==> src/rtl/bam_write_arbiter.sv <==
// bam_write_arbiter: two-port round-robin write arbiter for the BAM with a full-screen clear engine
module bam_write_arbiter #(
  parameter int ADDR_W = 13,
  parameter int DATA_W = 8,
  parameter int CELLS = 4800,
  parameter logic [DATA_W-1:0] BLANK_CHAR = 8'h00
) (
  input  logic              clk,
  input  logic              rst_n,
  input  logic              clr_req,
  output logic              clr_busy,
  input  logic              m0_valid,
  input  logic [ADDR_W-1:0] m0_addr,
  input  logic [DATA_W-1:0] m0_data,
  output logic              m0_ready,
  input  logic              m1_valid,
  input  logic [ADDR_W-1:0] m1_addr,
  input  logic [DATA_W-1:0] m1_data,
  output logic              m1_ready,
  output logic              bam_we,
  output logic [ADDR_W-1:0] bam_addr,
  output logic [DATA_W-1:0] bam_wdata,
  output logic [7:0]        drop_cnt
);
  localparam logic [0:0] RUN = 1'b0;
  localparam logic [0:0] CLEAR = 1'b1;
  logic [0:0] state;
  logic [ADDR_W-1:0] ptr;
  logic last_m1;
  logic open;
  logic hs;
  logic [ADDR_W-1:0] sel_addr;
  logic [DATA_W-1:0] sel_data;
  logic ptr_end;
  // Grant: clear request pre-empts everything; on a tie the port not granted last wins
  always_comb begin
    open = (state == RUN) && !clr_req;
    m0_ready = open && m0_valid && (!m1_valid || last_m1);
    m1_ready = open && m1_valid && (!m0_valid || !last_m1);
    hs = m0_ready || m1_ready;
    sel_addr = m1_ready ? m1_addr : m0_addr;
    sel_data = m1_ready ? m1_data : m0_data;
    ptr_end = ptr == ADDR_W'(CELLS - 1);
    clr_busy = state == CLEAR;
  end
  // Registered BAM write port, clear sweep, round-robin history and drop counter
  always_ff @(posedge clk or negedge rst_n) begin
    if (!rst_n) begin
      state <= RUN;
      ptr <= '0;
      last_m1 <= 1'b1;
      bam_we <= 1'b0;
      bam_addr <= '0;
      bam_wdata <= '0;
      drop_cnt <= '0;
    end else if (state == CLEAR) begin
      bam_we <= 1'b1;
      bam_addr <= ptr;
      bam_wdata <= BLANK_CHAR;
      ptr <= ptr_end ? '0 : ptr + 1'b1;
      state <= ptr_end ? RUN : CLEAR;
    end else if (clr_req) begin
      state <= CLEAR;
      ptr <= '0;
      bam_we <= 1'b0;
    end else if (hs) begin
      last_m1 <= m1_ready;
      bam_we <= sel_addr < ADDR_W'(CELLS);
      bam_addr <= sel_addr < ADDR_W'(CELLS) ? sel_addr : bam_addr;
      bam_wdata <= sel_addr < ADDR_W'(CELLS) ? sel_data : bam_wdata;
      drop_cnt <= (sel_addr >= ADDR_W'(CELLS) && drop_cnt != 8'hff) ? drop_cnt + 8'd1 : drop_cnt;
    end else begin
      bam_we <= 1'b0;
    end
  end
endmodule

==> config.mk <==
export PLATFORM = sky130hd
export DESIGN_NAME = bam_write_arbiter
export DESIGN_NICKNAME = d
export VERILOG_FILES = /design/src/rtl/bam_write_arbiter.sv
export SDC_FILE = /design/constraint.sdc
export NUM_CORES = 1
export LEC_CHECK = 0
export ABC_AREA = 0
export CAP_MARGIN = 10
export CORE_MARGIN = 3
export CORE_UTILIZATION = 42
export DETAILED_ROUTE_END_ITERATION = 10
export GPL_TIMING_DRIVEN = 0
export PLACE_DENSITY = 0.72
export SYNTH_ARGS = -nofsm -noshare
export SYNTH_HDL_FRONTEND = slang
export SYNTH_SLANG_ARGS = --single-unit
export TNS_END_PERCENT = 10
==> constraint.sdc <==
create_clock -name clk -period 1.9 [get_ports clk]
set_clock_uncertainty 0.1 [all_clocks]
set_input_delay 0.38 -clock clk [delete_from_list [all_inputs] [get_ports clk]]
set_output_delay 0.38 -clock clk [all_outputs]
set_load 0.01 [all_outputs]
==> impl_metrics.env <==
export IMPL_synth_seq_cells=45
export IMPL_grt_util_all_layers=0.212
export IMPL_synth_seq_area_share=0.448
export IMPL_synth_main_ff_cell="dfrtp_1"
export IMPL_fin_nets=408
export IMPL_placeableCoreArea_um2=5640
export IMPL_firstDrtPassIters=4
export IMPL_synth_top_area_frac=0.437
export IMPL_violations="negative setup slack"
export IMPL_crit_path_end_kind="flop"
export IMPL_die_h_um=83.4
export IMPL_area_delta_synth_final_pct=54.7
export IMPL_reg2reg_slack_ns=-0.22
export IMPL_io_buffers=79
export IMPL_cp_required_ns=1.99
export IMPL_crit_type="in2reg"
export IMPL_async_reset_ff_frac=1.00
export IMPL_antenna_cells=0
export IMPL_drt_initial_drc_count=165
export IMPL_dpl_worst_slack_ns=-0.944
export IMPL_gr_total_overflow=0
export IMPL_grt_pass1_vias=2334
export IMPL_crit_chain="clkdlybuf4s50_1 -> a211oi_2 -> nand2_1 -> a311oi_4 -> buf_6 -> buf_8 -> mux2_4"
export IMPL_drv_slew=0
export IMPL_cts_num_sinks=45
export IMPL_synth_fp_nets=301
export IMPL_worst_pin_slew_ns=0.508
export IMPL_dp_cells=404
export IMPL_layout_worst_path_cycle_share=1.13
export IMPL_layout_setup_ws_ns=-0.250
export IMPL_grt_pass1_wl_um=12000
export IMPL_ant_nets=0
export IMPL_cts_root_buf="clkbuf_8"
export IMPL_grt_antenna_before_repair=0
export IMPL_synth_edf_count=0
export IMPL_cts_tree="done"
export IMPL_rsz0062_at_grt="true"
export IMPL_relSlewSlack=0.661
export IMPL_crit_start="m1_addr[8]"
export IMPL_syn_area_um2=2520
export IMPL_die_area_um2=6960
export IMPL_row_count=27
export IMPL_start_util=0.446
export IMPL_layout_drive_gt1_share=0.236
export IMPL_min_delay_path_class="reg2reg"
export IMPL_outcome="finished, violations left"
export IMPL_syn_inst=252
export IMPL_yosys_top_cells_area="dfrtp_1, mux2_1, nand2_1"
export IMPL_avgSynthCellArea_um2=9.99
export IMPL_regToRegStartpoint="last_m1"
export IMPL_slowest_delay_ns=0.46
export IMPL_gp_congestion=0.867
export IMPL_worstPathArrival_ns=2.24
export IMPL_die_w_um=83.4
export IMPL_fin_crit_ns=2.15
export IMPL_grt_max_degree=27
export IMPL_fin_cells=432
export IMPL_cts_made_buffers=5
export IMPL_viasPerCell=5.43
export IMPL_crit_end="bam_wdata[3]"
export IMPL_timing_fmax_mhz=465
export IMPL_worst_path_max_fanout=5
export IMPL_final_core_util=0.691
export IMPL_cap_violations=0
export IMPL_hold_viol=0
export IMPL_crit_path_start_kind="input port"
export IMPL_ff2ff_path_depth=8
export IMPL_synth_top_area_cell="dfrtp_1"
export IMPL_io_pins=80
export IMPL_leakage_nw=1.75
export IMPL_clk_pin_slew_ns=0.09
export IMPL_slowest_stage="clkdlybuf4s50_1"
export IMPL_synth_distinct_cells=46
export IMPL_dr_total_vias=2346
export IMPL_ir_worst_vdd_v=0.000437
export IMPL_finalSetupViolCount=29
export IMPL_fillers=429
export IMPL_clkLatencyLatePin_ns=0.30
export IMPL_ys_warn_count=0
export IMPL_h_tree_depth=2
export IMPL_power_density_nw_per_um2=851
export IMPL_clock_path_buffers=2
export IMPL_post_dp_hpwl_um=4880
export IMPL_r2r_end="bam_wdata[3]"
export IMPL_routed_wl_um=7330
export IMPL_avgRoutedWirePerCell_um=17.0
export IMPL_drcViolationCount=0
-- through the flow --
step	hold slack, ns	instance area [um^2]	setup TNS (ns)	power [mW]
after CTS	0.394	3780	-6.89	3.25
after detailed placement	0.276	3420	-20.49	2.40
final	0.405	3900	-5.58	3.32
after global placement	0.358	3410	-62.71	2.37
after global routing	0.427	3900	-7.20	3.54
after floorplan	-0.0156	2530	-0.812	1.89
-- cells in the mapped netlist, types with 2 or more instances --
| master | instances |
|---|---|
| buf_6 | 2 |
| o31ai_1 | 2 |
| a22o_1 | 2 |
| and3_1 | 5 |
| nand3_1 | 12 |
| mux2i_1 | 13 |
| mux2_2 | 3 |
| ha_1 | 2 |
| inv_1 | 6 |
| nor2_1 | 8 |
| a211oi_1 | 2 |
| dfrtp_1 | 44 |
| o21ai_0 | 25 |
| buf_2 | 5 |
| mux2_1 | 19 |
| a31oi_1 | 4 |
| a41oi_1 | 2 |
| o211a_1 | 2 |
| nand2_1 | 43 |
| nand4_1 | 5 |
| xnor2_1 | 9 |
| clkbuf_1 | 7 |
| a21oi_1 | 5 |
| or3_1 | 3 |
-- registers in the layout, summed over array words and instances (netlist names) --
| signal | count |
|---|---|
| clr_busy | 1 |
| drop_cnt | 8 |
| last_m1 | 1 |
| bam_addr | 13 |
| bam_we | 1 |
| bam_wdata | 8 |
| ptr | 13 |
-- layout by cell type, fill, tap and decap left out, types with 3 or more instances in the layout --
master	n
nand3_1	10
a31oi_1	4
nand2_1	43
a21oi_1	4
clkbuf_8	7
inv_1	5
buf_8	3
nand4_1	5
dfrtp_1	40
clkbuf_1	5
or3_1	3
o21ai_0	25
dlygate4sd2_1	5
xnor2_1	9
clkdlybuf4s50_1	71
mux2_4	20
dfrtp_2	4
buf_6	10
mux2i_1	12
nor2_1	7
buf_4	14
and3_1	4
-- power breakdown --
group          internal, mW  total (mW)  switching, mW
logic                 0.665        1.11          0.448
registers              1.20        1.43          0.235
clock network         0.428       0.772          0.344
-- layout make-up --
type	instances	area, um^2	share of cell area
well taps	72	90.1	0.0231
inverters	6	26.3	0.00674
plain buffers	13	97.6	0.0250
multi-input cells	186	1430	0.366
clock inverters	2	37.5	0.00963
flip-flops and latches	45	1130	0.291
clock buffers	6	82.6	0.0212
repair buffers	102	1000	0.258
-- worst min path at each step --
| stage | startpoint | to | slack (ns) | cells past startpoint |
|---|---|---|---|---|
| 6_report | drop_cnt[6] | drop_cnt[6] | 0.40 | 1 |
| 5_1_grt | bam_wdata[6] | bam_wdata[6] | 0.43 | 1 |
| 4_1_cts | bam_addr[0] | bam_addr[0] | 0.39 | 1 |
| 3_5_place_dp | rst_n | bam_wdata[7] | 0.28 | 1 |
| 3_3_place_gp | last_m1 | last_m1 | 0.36 | 2 |
| 2_1_floorplan | rst_n | bam_addr[0] | -0.02 | 0 |
-- critical path: cells and delay by family --
family,cells,cell delay [ns]
and+or+nand+nor,1,0.16
muxes,1,0.30
AOI/OAI and AO/OA,2,0.64
buffers and inverters,3,0.76
-- layer usage --
metal | GRT usage | routed length (um) | vias up
li1 | - | - | 1119
met1 | 0.301 | 3400 | 1126
met2 | 0.332 | 3350 | 95
met3 | 0.0317 | 483 | 6
met4 | 0.0673 | 85 | 0
met5 | 0 | 0 | -
-- cells by family (layout without fill, tap and decap cells) --
logic type,Yosys count,after routing,synth area share
compound gates,54,54,0.155
xor+xnor,9,9,0.0313
fa+ha+maj,2,2,0.00993
buf+inv,21,129,0.0397
flops,45,45,0.448
mux,35,35,0.150
simple gates,86,86,0.167
-- timing repair --
item | 4_1_cts | 5_1_grt
endpoints found under the setup margin | 40 | 40
gates cloned | 1 | 0
hold buffers | 1 | 0
buffers inserted | 16 | 5
hold endpoints to repair | 18 | 0
pin swaps | 10 | 12
resized for setup | 51 | 29
Note: power is estimated with default switching activity, not from simulation.
